<file path="src/rtl/mem_port_arbiter_if.sv">
// Bundle between the arbiter, the fetch port, the load/store port and the SRAM.
// slave  : arbiter side (takes requests, drives the SRAM, returns read data)
// master : environment side (requesters plus SRAM read data)
// Ports: fetch (if_*), data (d_*) and SRAM (mem_*) signal groups.
interface mem_port_arbiter_if #(
    parameter int unsigned ADDR_W = 10
);
    localparam int unsigned WORD_W = 32;
    localparam int unsigned BE_W   = 4;

    logic              if_req;
    logic [WORD_W-1:0] if_addr;
    logic              if_ready;
    logic              if_rvalid;
    logic [WORD_W-1:0] if_rdata;

    logic              d_req;
    logic              d_we;
    logic [WORD_W-1:0] d_addr;
    logic [WORD_W-1:0] d_wdata;
    logic [BE_W-1:0]   d_be;
    logic              d_ready;
    logic              d_rvalid;
    logic [WORD_W-1:0] d_rdata;

    logic              mem_en;
    logic              mem_we;
    logic [BE_W-1:0]   mem_be;
    logic [ADDR_W-1:0] mem_addr;
    logic [WORD_W-1:0] mem_wdata;
    logic [WORD_W-1:0] mem_rdata;

    modport slave (
        input  if_req, if_addr,
        output if_ready, if_rvalid, if_rdata,
        input  d_req, d_we, d_addr, d_wdata, d_be,
        output d_ready, d_rvalid, d_rdata,
        output mem_en, mem_we, mem_be, mem_addr, mem_wdata,
        input  mem_rdata
    );

    modport master (
        output if_req, if_addr,
        input  if_ready, if_rvalid, if_rdata,
        output d_req, d_we, d_addr, d_wdata, d_be,
        input  d_ready, d_rvalid, d_rdata,
        input  mem_en, mem_we, mem_be, mem_addr, mem_wdata,
        output mem_rdata
    );
endinterface

</file>
<file path="src/rtl/mem_port_arbiter.sv">
// Single-port SRAM arbiter between instruction fetch and load/store.
// Data has priority; a starvation counter forces a fetch grant after
// STARVE_MAX consecutive data grants while fetch waits.
// Ports: clk, reset (synchronous, active-high), bus (slave modport:
// fetch request/response, data request/response, SRAM strobe/address/data).
module mem_port_arbiter #(
    parameter int unsigned ADDR_W     = 10,
    parameter int unsigned STARVE_MAX = 4
) (
    input  logic              clk,
    input  logic              reset,
    mem_port_arbiter_if.slave bus
);
    localparam int unsigned WORD_W = 32;
    localparam int unsigned BE_W   = 4;
    localparam int unsigned CNT_W  = 4;

    localparam logic [CNT_W-1:0] STARVE_LIM = CNT_W'(STARVE_MAX);

    // Read-response owner encoding
    localparam logic [1:0] OWN_NONE = 2'd0;
    localparam logic [1:0] OWN_IF   = 2'd1;
    localparam logic [1:0] OWN_D    = 2'd2;

    logic              gnt_if;
    logic              gnt_d;
    logic [ADDR_W-1:0] if_waddr;
    logic [ADDR_W-1:0] d_waddr;

    logic [1:0]        rd_owner_q, rd_owner_d;
    logic [CNT_W-1:0]  starve_q, starve_d;
    logic [WORD_W-1:0] if_hold_q, if_hold_d;
    logic [WORD_W-1:0] d_hold_q, d_hold_d;

    // Byte addresses reduced to word addresses; remaining bits are don't-care
    assign if_waddr = bus.if_addr[ADDR_W+1:2];
    assign d_waddr  = bus.d_addr[ADDR_W+1:2];

    logic unused_addr_bits;
    assign unused_addr_bits = ^{bus.if_addr[WORD_W-1:ADDR_W+2], bus.if_addr[1:0],
                                bus.d_addr[WORD_W-1:ADDR_W+2], bus.d_addr[1:0]};

    // Grant: data wins unless fetch has waited STARVE_MAX data grants
    always_comb begin
        gnt_if = 1'b0;
        gnt_d  = 1'b0;
        if (!reset) begin
            if (bus.d_req && !(bus.if_req && (starve_q == STARVE_LIM))) begin
                gnt_d = 1'b1;
            end else if (bus.if_req) begin
                gnt_if = 1'b1;
            end
        end
    end

    assign bus.if_ready = gnt_if;
    assign bus.d_ready  = gnt_d;

    // SRAM drive from the winner, all zero when idle
    always_comb begin
        bus.mem_en    = 1'b0;
        bus.mem_we    = 1'b0;
        bus.mem_be    = '0;
        bus.mem_addr  = '0;
        bus.mem_wdata = '0;
        if (gnt_if) begin
            bus.mem_en   = 1'b1;
            bus.mem_be   = {BE_W{1'b1}};
            bus.mem_addr = if_waddr;
        end else if (gnt_d) begin
            bus.mem_en    = 1'b1;
            bus.mem_we    = bus.d_we;
            bus.mem_be    = bus.d_we ? bus.d_be : {BE_W{1'b1}};
            bus.mem_addr  = d_waddr;
            bus.mem_wdata = bus.d_wdata;
        end
    end

    // Response routing; reset squashes an in-flight response
    assign bus.if_rvalid = !reset && (rd_owner_q == OWN_IF);
    assign bus.d_rvalid  = !reset && (rd_owner_q == OWN_D);
    assign bus.if_rdata  = reset ? '0 : (bus.if_rvalid ? bus.mem_rdata : if_hold_q);
    assign bus.d_rdata   = reset ? '0 : (bus.d_rvalid  ? bus.mem_rdata : d_hold_q);

    // Next state: response owner, hold registers, starvation counter
    always_comb begin
        rd_owner_d = OWN_NONE;
        if_hold_d  = if_hold_q;
        d_hold_d   = d_hold_q;
        starve_d   = starve_q;

        if (gnt_if) begin
            rd_owner_d = OWN_IF;
        end else if (gnt_d && !bus.d_we) begin
            rd_owner_d = OWN_D;
        end

        if (bus.if_rvalid) if_hold_d = bus.mem_rdata;
        if (bus.d_rvalid)  d_hold_d  = bus.mem_rdata;

        if (gnt_if || !bus.if_req) begin
            starve_d = '0;
        end else if (gnt_d && (starve_q != STARVE_LIM)) begin
            starve_d = starve_q + CNT_W'(1);
        end
    end

    always_ff @(posedge clk) begin
        if (reset) begin
            rd_owner_q <= OWN_NONE;
            starve_q   <= '0;
            if_hold_q  <= '0;
            d_hold_q   <= '0;
        end else begin
            rd_owner_q <= rd_owner_d;
            starve_q   <= starve_d;
            if_hold_q  <= if_hold_d;
            d_hold_q   <= d_hold_d;
        end
    end
endmodule

</file>
<file path="src/flat_wrapper.sv">
// flat-port wrapper written by rule: the top's interface ports become plain ports
module mem_port_arbiter_flat 
#(
    parameter int unsigned ADDR_W     = 10,
    parameter int unsigned STARVE_MAX = 4
)
  (clk, reset, bus_if_req, bus_if_addr, bus_if_ready, bus_if_rvalid, bus_if_rdata, bus_d_req, bus_d_we, bus_d_addr, bus_d_wdata, bus_d_be, bus_d_ready, bus_d_rvalid, bus_d_rdata, bus_mem_en, bus_mem_we, bus_mem_be, bus_mem_addr, bus_mem_wdata, bus_mem_rdata);
  mem_port_arbiter_if #(.ADDR_W(ADDR_W)) bus_i ();
  input  logic clk;
  input  logic reset;
  input wire logic [$bits(bus_i.if_req)-1:0] bus_if_req;
  input wire logic [$bits(bus_i.if_addr)-1:0] bus_if_addr;
  output wire logic [$bits(bus_i.if_ready)-1:0] bus_if_ready;
  output wire logic [$bits(bus_i.if_rvalid)-1:0] bus_if_rvalid;
  output wire logic [$bits(bus_i.if_rdata)-1:0] bus_if_rdata;
  input wire logic [$bits(bus_i.d_req)-1:0] bus_d_req;
  input wire logic [$bits(bus_i.d_we)-1:0] bus_d_we;
  input wire logic [$bits(bus_i.d_addr)-1:0] bus_d_addr;
  input wire logic [$bits(bus_i.d_wdata)-1:0] bus_d_wdata;
  input wire logic [$bits(bus_i.d_be)-1:0] bus_d_be;
  output wire logic [$bits(bus_i.d_ready)-1:0] bus_d_ready;
  output wire logic [$bits(bus_i.d_rvalid)-1:0] bus_d_rvalid;
  output wire logic [$bits(bus_i.d_rdata)-1:0] bus_d_rdata;
  output wire logic [$bits(bus_i.mem_en)-1:0] bus_mem_en;
  output wire logic [$bits(bus_i.mem_we)-1:0] bus_mem_we;
  output wire logic [$bits(bus_i.mem_be)-1:0] bus_mem_be;
  output wire logic [$bits(bus_i.mem_addr)-1:0] bus_mem_addr;
  output wire logic [$bits(bus_i.mem_wdata)-1:0] bus_mem_wdata;
  input wire logic [$bits(bus_i.mem_rdata)-1:0] bus_mem_rdata;
  assign bus_i.if_req = bus_if_req;
  assign bus_i.if_addr = bus_if_addr;
  assign bus_if_ready = bus_i.if_ready;
  assign bus_if_rvalid = bus_i.if_rvalid;
  assign bus_if_rdata = bus_i.if_rdata;
  assign bus_i.d_req = bus_d_req;
  assign bus_i.d_we = bus_d_we;
  assign bus_i.d_addr = bus_d_addr;
  assign bus_i.d_wdata = bus_d_wdata;
  assign bus_i.d_be = bus_d_be;
  assign bus_d_ready = bus_i.d_ready;
  assign bus_d_rvalid = bus_i.d_rvalid;
  assign bus_d_rdata = bus_i.d_rdata;
  assign bus_mem_en = bus_i.mem_en;
  assign bus_mem_we = bus_i.mem_we;
  assign bus_mem_be = bus_i.mem_be;
  assign bus_mem_addr = bus_i.mem_addr;
  assign bus_mem_wdata = bus_i.mem_wdata;
  assign bus_i.mem_rdata = bus_mem_rdata;
  mem_port_arbiter #(.ADDR_W(ADDR_W), .STARVE_MAX(STARVE_MAX)) u_core (.clk(clk), .reset(reset), .bus(bus_i));
endmodule
</file>
<file path="config.mk">
export PLATFORM = sky130hd
export DESIGN_NAME = mem_port_arbiter_flat
export DESIGN_NICKNAME = d
export VERILOG_FILES = /design/src/rtl/mem_port_arbiter_if.sv /design/src/rtl/mem_port_arbiter.sv /design/src/flat_wrapper.sv
export SDC_FILE = /design/constraint.sdc
export NUM_CORES = 1
export LEC_CHECK = 0
export CELL_PAD_IN_SITES_DETAIL_PLACEMENT = 1
export CELL_PAD_IN_SITES_GLOBAL_PLACEMENT = 2
export CORE_ASPECT_RATIO = 2
export CORE_MARGIN = 4
export CORE_UTILIZATION = 17
export CTS_BUF_LIST = sky130_fd_sc_hd__clkbuf_4 sky130_fd_sc_hd__clkbuf_8
export DETAILED_ROUTE_END_ITERATION = 12
export GPL_TIMING_DRIVEN = 1
export MAX_ROUTING_LAYER = met4
export PLACE_DENSITY_LB_ADDON = 0.1
export SLEW_MARGIN = 25
export SYNTH_ARGS = -nofsm -noshare
export SYNTH_HDL_FRONTEND = slang
export SYNTH_SLANG_ARGS = --single-unit
</file>
<file path="constraint.sdc">
create_clock -name clk -period 3 [get_ports clk]
set_input_delay 0.6 -clock clk [delete_from_list [all_inputs] [get_ports clk]]
set_output_delay 0.6 -clock clk [all_outputs]
set_load 0.01 [all_outputs]
</file>
# ---- Word-level counts from Yosys, hierarchy flattened
# Cells that the tools add are included.
dict set report totals {
  ram_bits 0
  mem_count 0
  rom_bits 0
  inputBits 137
  ff_bits 70
  out_inout_bits 116
  latch_bits 0
}
dict set report op_classes {
  multipliers 0
  n_addsub 1
  bitwise 0
  n_reduce_logical 13
  shift 0
  muxes 22
  order_cmp 0
  n_eq_ne 4
  n_div 0
}
# operator n
set op_table {}
lappend op_table {{$mux W32} 6}
lappend op_table {{$mux W10} 2}
lappend op_table {{$mux W4} 3}
lappend op_table {{$mux W1} 10}
lappend op_table {{$logic_and A1 B1 Y1} 6}
lappend op_table {{$add A4 B1 Y4 const B} 1}
lappend op_table {{$eq A4 B3 Y1 const B} 1}
lappend op_table {{$logic_not A1 Y1} 4}
lappend op_table {{$ne A4 B3 Y1 const B} 1}
lappend op_table {{$reduce_or A2 Y1} 2}
lappend op_table {{$eq A2 B1 Y1 const B} 1}
lappend op_table {{$eq A2 B2 Y1 const B} 1}
lappend op_table {{$mux W2} 1}
lappend op_table {{$logic_or A1 B1 Y1} 1}

# ---- Depth between registers and ports, before layout
# Gate-level depths: netlist of the first run.
dict set report logic_depth {
  ltp_word 9
  mapped_depth 7
  mapped_depth_nobuf 5
}

# ---- Least setup slack after synthesis of the first run
# Ideal clock, no wire load.
dict set report synth_timing {
  path_kind {in2out}
  startpoint {input port reset}
  endpoint {output port bus_if_rdata[22]}
  t_required_ns 2.400
  n_path_buf 2
  arrival_time_ns 1.397
  cell_stages 5
  setup_slack_ns 1.003
  path_cell_list {inv_1 > buf_2 > buf_2 > nand2_1 > o21ai_0}
}
dict set report synth_via {
  elab_chain_cells 4
}
# item line
set synth_lines {}
lappend synth_lines {{start: declaration} flat_wrapper.sv:10} ;# input logic reset;
lappend synth_lines {{$logic_not A1 Y1} n/a}
lappend synth_lines {{$logic_and A1 B1 Y1} mem_port_arbiter.sv:80} ;# assign bus.if_rvalid = !reset && (rd_owner_q == OWN_IF);
lappend synth_lines {{$mux W32} mem_port_arbiter.sv:82} ;# assign bus.if_rdata = reset ? '0 : (bus.if_rvalid ? bus.mem_rdata : if_hold_q);
lappend synth_lines {{$mux W32 *} n/a}
lappend synth_lines {{end: declaration} flat_wrapper.sv:15} ;# output wire logic [$bits(bus_i.if_rdata)-1:0] bus_if_rdata;
# Mark *: on every way between the ends. The rest lies on a longest branch, timed or not.

# ---- Worst setup path after layout of the first run
dict set report layout_timing {
  startpoint {input port bus_d_req}
  endpoint {output port bus_mem_addr[7]}
}
dict set report layout_via {
  elab_chain_cells 5
  elab_cells_between_ends 7
  cone_classes {mux (6); reduce/logical (1)}
}
# item line
set layout_lines {}
lappend layout_lines {{start: declaration} flat_wrapper.sv:16} ;# input wire logic [$bits(bus_i.d_req)-1:0] bus_d_req;
lappend layout_lines {{$logic_and A1 B1 Y1 *} mem_port_arbiter.sv:48} ;# if (bus.d_req && !(bus.if_req && (starve_q == STARVE_LIM))) begin
lappend layout_lines {{$mux W1} mem_port_arbiter.sv:48}
lappend layout_lines {{$mux W1} mem_port_arbiter.sv:47} ;# if (!reset) begin
lappend layout_lines {{$mux W10} mem_port_arbiter.sv:70} ;# end else if (gnt_d) begin
lappend layout_lines {{$mux W10 *} mem_port_arbiter.sv:66} ;# if (gnt_if) begin
lappend layout_lines {{end: declaration} flat_wrapper.sv:27} ;# output wire logic [$bits(bus_i.mem_addr)-1:0] bus_mem_addr;
# Marks and branches as above.

==> results of run 1 <==
## logic make-up after synthesis
kind of cell	count (synthesis)
and+or+nand+nor	178
AOI/OAI and AO/OA	81
DFF	70
buffers and inverters	32
xor gates and xnor gates	2
adders and majority gates	2
## layout make-up
type	count	area (sq um)
clock buffers	10	138
inverters	5	18.8
flip-flops and latches	70	1400
multi-input cells	263	1340
clock inverters	5	60.1
fillers	1971	11200
well taps	207	259
repair buffers	229	2440
## sequential cells by signal (all words and copies together) (netlist names)
register	flops
u_core.d_hold_q	32
u_core.if_hold_q	32
u_core.starve_q	4
u_core.rd_owner_q	2
## layout by cell type, fill, tap and decap left out, types with 8 or more instances in the layout
master and instances:
clkdlybuf4s50_1 186, clkbuf_8 10, a22o_1 10, and2_1 27, buf_12 8, dlymetal6s2s_1 21
nand2_1 128, dfxtp_1 69, o21ai_0 61
## repair_timing
item,4_1_cts,5_1_grt
setup endpoints to repair,112,53
gates resized for setup,5,25
setup buffers,0,1
pin swaps,0,0
gates cloned,0,4
## power by group
group / total, uW / switching (uW) / leakage (uW) / internal, uW
registers: 968 / 8.23 / 0.000569 / 960
logic: 434 / 166 / 0.00171 / 268
clock network: 761 / 359 / 0.0000866 / 402
total: 2160 / 534 / 0.00237 / 1630
## through the flow
| step | setup TNS (ns) | hold slack (ns) | util, % |
|---|---|---|---|
| finish | 0 | 0.431 | 33.6 |
| global route | -0.0255 | 0.457 | 33.6 |
| CTS | 0 | 0.486 | 32.7 |
| detailed placement | -14.70 | 0.473 | 31.5 |
| global placement | -10.15 | 0.444 | 31.5 |
| floorplan | 0 | 0.430 | - |
## metal layers
layer	up-vias	part of all wire, %
li1	1595	-
met3	5	8.0
met5	-	0
met2	136	56
met1	1458	34
met4	0	1.2
## worst reg2reg max path, cell delays in order (launching register included)
cell and delay (ns):
dfxtp_1 0.35, inv_1 0.06, ha_1 0.17, and3b_4 0.21, a21oi_4 0.16, buf_12 0.14
buf_6 0.16, nor2b_1 0.14
## final timing paths
path	end	slack, ns	cells after the start
worst max-delay path	bus_mem_addr[7]	0.07	7
worst max register to register	u_core.rd_owner_q[1]	1.53	7
worst min-delay path	u_core.starve_q[0]	0.43	1
worst min register to register	u_core.starve_q[0]	0.43	1
==> flow_summary.ini, run 1 <==
[drt]
first_pass_iters = 4
vias = 3194
ant_nets = 0
viasPerCell = 4.05
drc = 0
detail_route.wl_per_cell_um = 15.8
initialDrtViolationCount = 54
drt-total-wl_um = 12400

[finish]
final_net_count = 717
layoutNonFillerInstCount = 789
drive_above_1_share_pct = 8.59
fin_area_sq_mm = 0.00566
antenna_cells = 0
area_growth_pct = 93.8

[power]
leakagePower_uw = 0.00237
finalPower_uw = 2160
ir_worst_vdd_mv = 0.279
power_density_mw_per_mm2 = 382

[clock_network]
cts_tree = done
h-tree-depth = 3
clock_latency_ns = 0.34
clk_pin_slew_ns = 0.07
cts_made_buffers = 9
cts_num_sinks = 70
clockBufferDepth = 2
cts_root_buf = clkbuf_8
cts_hold_buf = 0

[sta]
max_freq_mhz = 342
clock_skew_ns = 0.0163
slew_violations = 0
final.min_clock_period_ns = 2.93
hold_viol_final = 0
setup_ws_ns = 0.0735
setup_viol = 0
finalCritPeriodShare_pct = 97.5
slew_headroom_pct = 79.2
max_slew.worst_pin.slew_ns = 0.309

[placed_design]
hpwl_um = 9710
dp_worst_setup_slack_ns = -0.221
place_area_sq_mm = 0.00531
dp_cells = 769
gp_congestion = 0.728
portBuffers = 208

[floorplanning]
placementRows = 67
start_util_pct = 17.3
die_h_um = 193
die_w_um = 101
io_pins = 253
design.die.area_sq_mm = 0.0195
core_area_sq_mm = 0.0168

[critical_path]
path_buf_inv = 4
slowest_delay_ns = 0.55
startpoint = bus_d_req
crit_family = buffers and inverters
cpMostUsedCell = clkdlybuf4s50_1
critPathKind = input pin to output pin
critPathCaptureType = output pin
start_kind = input pin
critPathRequiredTime_ns = 2.40
path_max_fanout = 12
crit_path_top_delay_cell = clkdlybuf4s50_1
path_cells = clkdlybuf4s50_1 > nand2b_1 > a21oi_4 > buf_12 > clkbuf_16 > a22o_1 > clkdlybuf4s50_1
r2r_start = u_core.starve_q[1]
cp.arrival_ns = 2.33

[yosys]
synth_cell_types = 27
synth_common_cells = nand2_1 (128), dfxtp_1 (70), o21ai_0 (64)
synth.most_common_cell = nand2_1
synth.area.top_cells = dfxtp_1 (48%), nand2_1 (16%), o21ai_0 (11%), and2_1 (6.0%), a22o_1 (3.0%)
yosys.area.top_type = dfxtp_1
synthCells = 365
ys_seq_area_share_pct = 48.0
synth_nets = 504
synth_top_family_by_area = simple AND/OR/NAND/NOR gates
syn_area_per_cell_sq_um = 8.00
synth_compound_area_share_pct = 16.5
synth_seq_cells = 70
synth_fa_ha_area_share_pct = 0.857
ys_async_sr_fraction_pct = 0
ys.flop_type = dfxtp_1
synthSimpleGateAreaFrac_pct = 27.5
synth.top_cell.area_share_pct = 48.0
synth_edf_count = 0
synthXorXnorAreaFrac_pct = 0.600
synth_area_sq_mm = 0.00292
synth_warnings = 0
synthMuxAreaShare_pct = 0

[min_path]
hp-class = flip-flop to flip-flop
min_from = u_core.starve_q[0]

[flow_run]
cap_violations = 0

[grt]
grtUsageTotal_pct = 12.8
grt_pass1_vias = 3488
grtUsageMet3_pct = 4.18
top_usage_layer = met2
grt_use_met2_pct = 23.3
grt_max_degree = 50
use_met1_pct = 12.6
grt_pass1_wl_um = 18900
gr-total-overflow = 0
antenna_found_initial = 0

[status]
outcome = finished, final reports clean
No activity file was read; power rests on OpenSTA's default activity.
==> inputs of run 2 (changes only) <==
--- a/config.mk
+++ b/config.mk
@@ -5,6 +5,7 @@
 export SDC_FILE = /design/constraint.sdc
 export NUM_CORES = 1
 export LEC_CHECK = 0
+export CAP_MARGIN = 5
 export CELL_PAD_IN_SITES_DETAIL_PLACEMENT = 1
 export CELL_PAD_IN_SITES_GLOBAL_PLACEMENT = 2
 export CORE_ASPECT_RATIO = 2
@@ -14,7 +15,7 @@
 export DETAILED_ROUTE_END_ITERATION = 12
 export GPL_TIMING_DRIVEN = 1
 export MAX_ROUTING_LAYER = met4
-export PLACE_DENSITY_LB_ADDON = 0.1
+export PLACE_DENSITY = 0.89
 export SLEW_MARGIN = 25
 export SYNTH_ARGS = -nofsm -noshare
 export SYNTH_HDL_FRONTEND = slang
==> run 2 against run 1 <==
  * Global-route usage shrank 0.20 points
  * Critical endpoint is now bus_mem_wdata[26]
  * Clock power grew 9.1%
  * Largest cell class unchanged
  * Via count grew 2.1%
  * Wire length shrank 5.7%
  * Total power grew 2.4%
  * Register-to-register slack is essentially flat
  * First-iteration DRC count grew 5.6%
  * Critical path type unchanged
  * Core utilization shrank 0.19 points
  * Combinational power shrank 4%
  * Sequential cell count is the same
==> flow_summary.ini, run 2 (same netlist as run 1, synthesis figures left out) <==
[placed_design]
dp_cells = 766
gp_congestion = 0.747
dp_worst_setup_slack_ns = -0.307
hpwl_um = 9210
portBuffers = 208

[critical_path]
critPathCaptureType = output pin
start_kind = input pin
cp.arrival_ns = 2.31
critPathRequiredTime_ns = 2.40
critPathKind = input pin to output pin
path_max_fanout = 24

[floorplanning]
die_h_um = 193
die_w_um = 101
core_area_sq_mm = 0.0168
placementRows = 67
io_pins = 253
start_util_pct = 17.3
design.die.area_sq_mm = 0.0195

[power]
power_density_mw_per_mm2 = 393
leakagePower_uw = 0.00256
ir_worst_vdd_mv = 0.168

[clock_network]
clock_latency_ns = 0.35
cts_tree = done
clockBufferDepth = 2
clk_pin_slew_ns = 0.07
h-tree-depth = 3
cts_root_buf = clkbuf_8
cts_hold_buf = 0
cts_num_sinks = 70
cts_made_buffers = 9

[finish]
area_growth_pct = 92.8
drive_above_1_share_pct = 7.94
final_common_cell = clkdlybuf4s50_1
mostFrequentLayoutCells = clkdlybuf4s50_1 (173), nand2_1 (128), dfxtp_1 (70), o21ai_0 (61), dlymetal6s2s_1 (34)
reg_top3 = u_core.d_hold_q (32), u_core.if_hold_q (32), u_core.starve_q (4)
final_net_count = 713
antenna_cells = 0
layoutNonFillerInstCount = 786
fillCellCount = 1982

[drt]
initialDrtViolationCount = 57
first_pass_iters = 4
vias = 3260
detail_route.wl_per_cell_um = 14.9
viasPerCell = 4.15
drc = 0
drt-total-wl_um = 11700
ant_nets = 0

[flow_run]
cap_violations = 0

[sta]
setup_viol = 0
max_freq_mhz = 344
final.min_clock_period_ns = 2.91
slew_headroom_pct = 74.4
finalCritPeriodShare_pct = 96.8
hold_viol_final = 0
worst_hold_slack_ns = 0.474
max_slew.worst_pin.slew_ns = 0.383
setup_ws_ns = 0.0946
clock_skew_ns = 0.00725
rsz0062_at_grt = no
slew_violations = 0

[grt]
grt_pass1_vias = 3740
antenna_found_initial = 0
grt_pass1_wl_um = 18600
gr-total-overflow = 0
grtUsageTotal_pct = 12.6
grt_max_degree = 49

[status]
outcome = finished, final reports clean

[min_path]
hp-class = flip-flop to flip-flop
run 2: cell types whose count changed in the layout (fill, tap and decap cells not counted), sizes merged, moves of 2 or more:
cell	change
clkinv	+2
dlymetal6s2s	+13
clkbuf	+2
clkinvlp	-4
buf	-3
clkdlybuf4s50	-13
run 2: metrics by stage:
step	total power, uW	instance area (sq um)	setup TNS, ns	utilization [%]
final	2210	5630	0	33.4
after floorplan	1120	2920	0	-
after CTS	2280	5550	0	32.9
after global placement	1400	5270	-9.92	31.3
after global routing	2320	5630	0	33.4
after detailed placement	1410	5270	-15.42	31.3
run 2: cell type report:
class / instances / area (sq um) / share of cell area (%)
timing repair buffer: 225 / 2390 / 42.4
sequential: 70 / 1400 / 24.9
multi-input combinational: 263 / 1340 / 23.9
tap: 207 / 259 / 4.60
clock buffer: 13 / 179 / 3.18
clock inverter: 3 / 40.0 / 0.711
inverter: 5 / 18.8 / 0.333
run 2: where the power goes:
| group | leakage, uW | switching [uW] | internal (uW) |
|---|---|---|---|
| sequential | 0.000569 | 9.12 | 960 |
| clock | 0.000115 | 357 | 472 |
| combinational | 0.00187 | 161 | 256 |
| total | 0.00256 | 527 | 1690 |
run 2: what timing repair did:
item                                   4_1_cts  5_1_grt
gates resized for setup                      4       37
setup endpoints to repair                  112       88
cloned                                       1        0
endpoints found under the hold margin        0        0
pin swaps                                    1        0
buffers inserted                             3        0
run 2: worst paths after layout:
check / from / endpoint / slack [ns] / depth (start not counted)
hold / removal: u_core.starve_q[0] / u_core.starve_q[0] / 0.47 / 1
setup reg to reg: u_core.starve_q[0] / u_core.starve_q[2] / 1.52 / 5
hold reg to reg: u_core.starve_q[0] / u_core.starve_q[0] / 0.47 / 1
setup / recovery: bus_d_req / bus_mem_wdata[26] / 0.09 / 6
run 2: routing by layer:
layer	global-route usage, %	wire length [um]
met3	2.78	964
met5	-	0
met4	5.10	209
met1	11.5	3860
met2	24.3	6700
run 2: worst max-delay path, stage by stage:
cell and delay (ns):
clkdlybuf4s50_1 0.51, nand2b_1 0.13, a21oi_4 0.21, buf_12 0.18, and2_4 0.14, clkdlybuf4s50_1 0.53
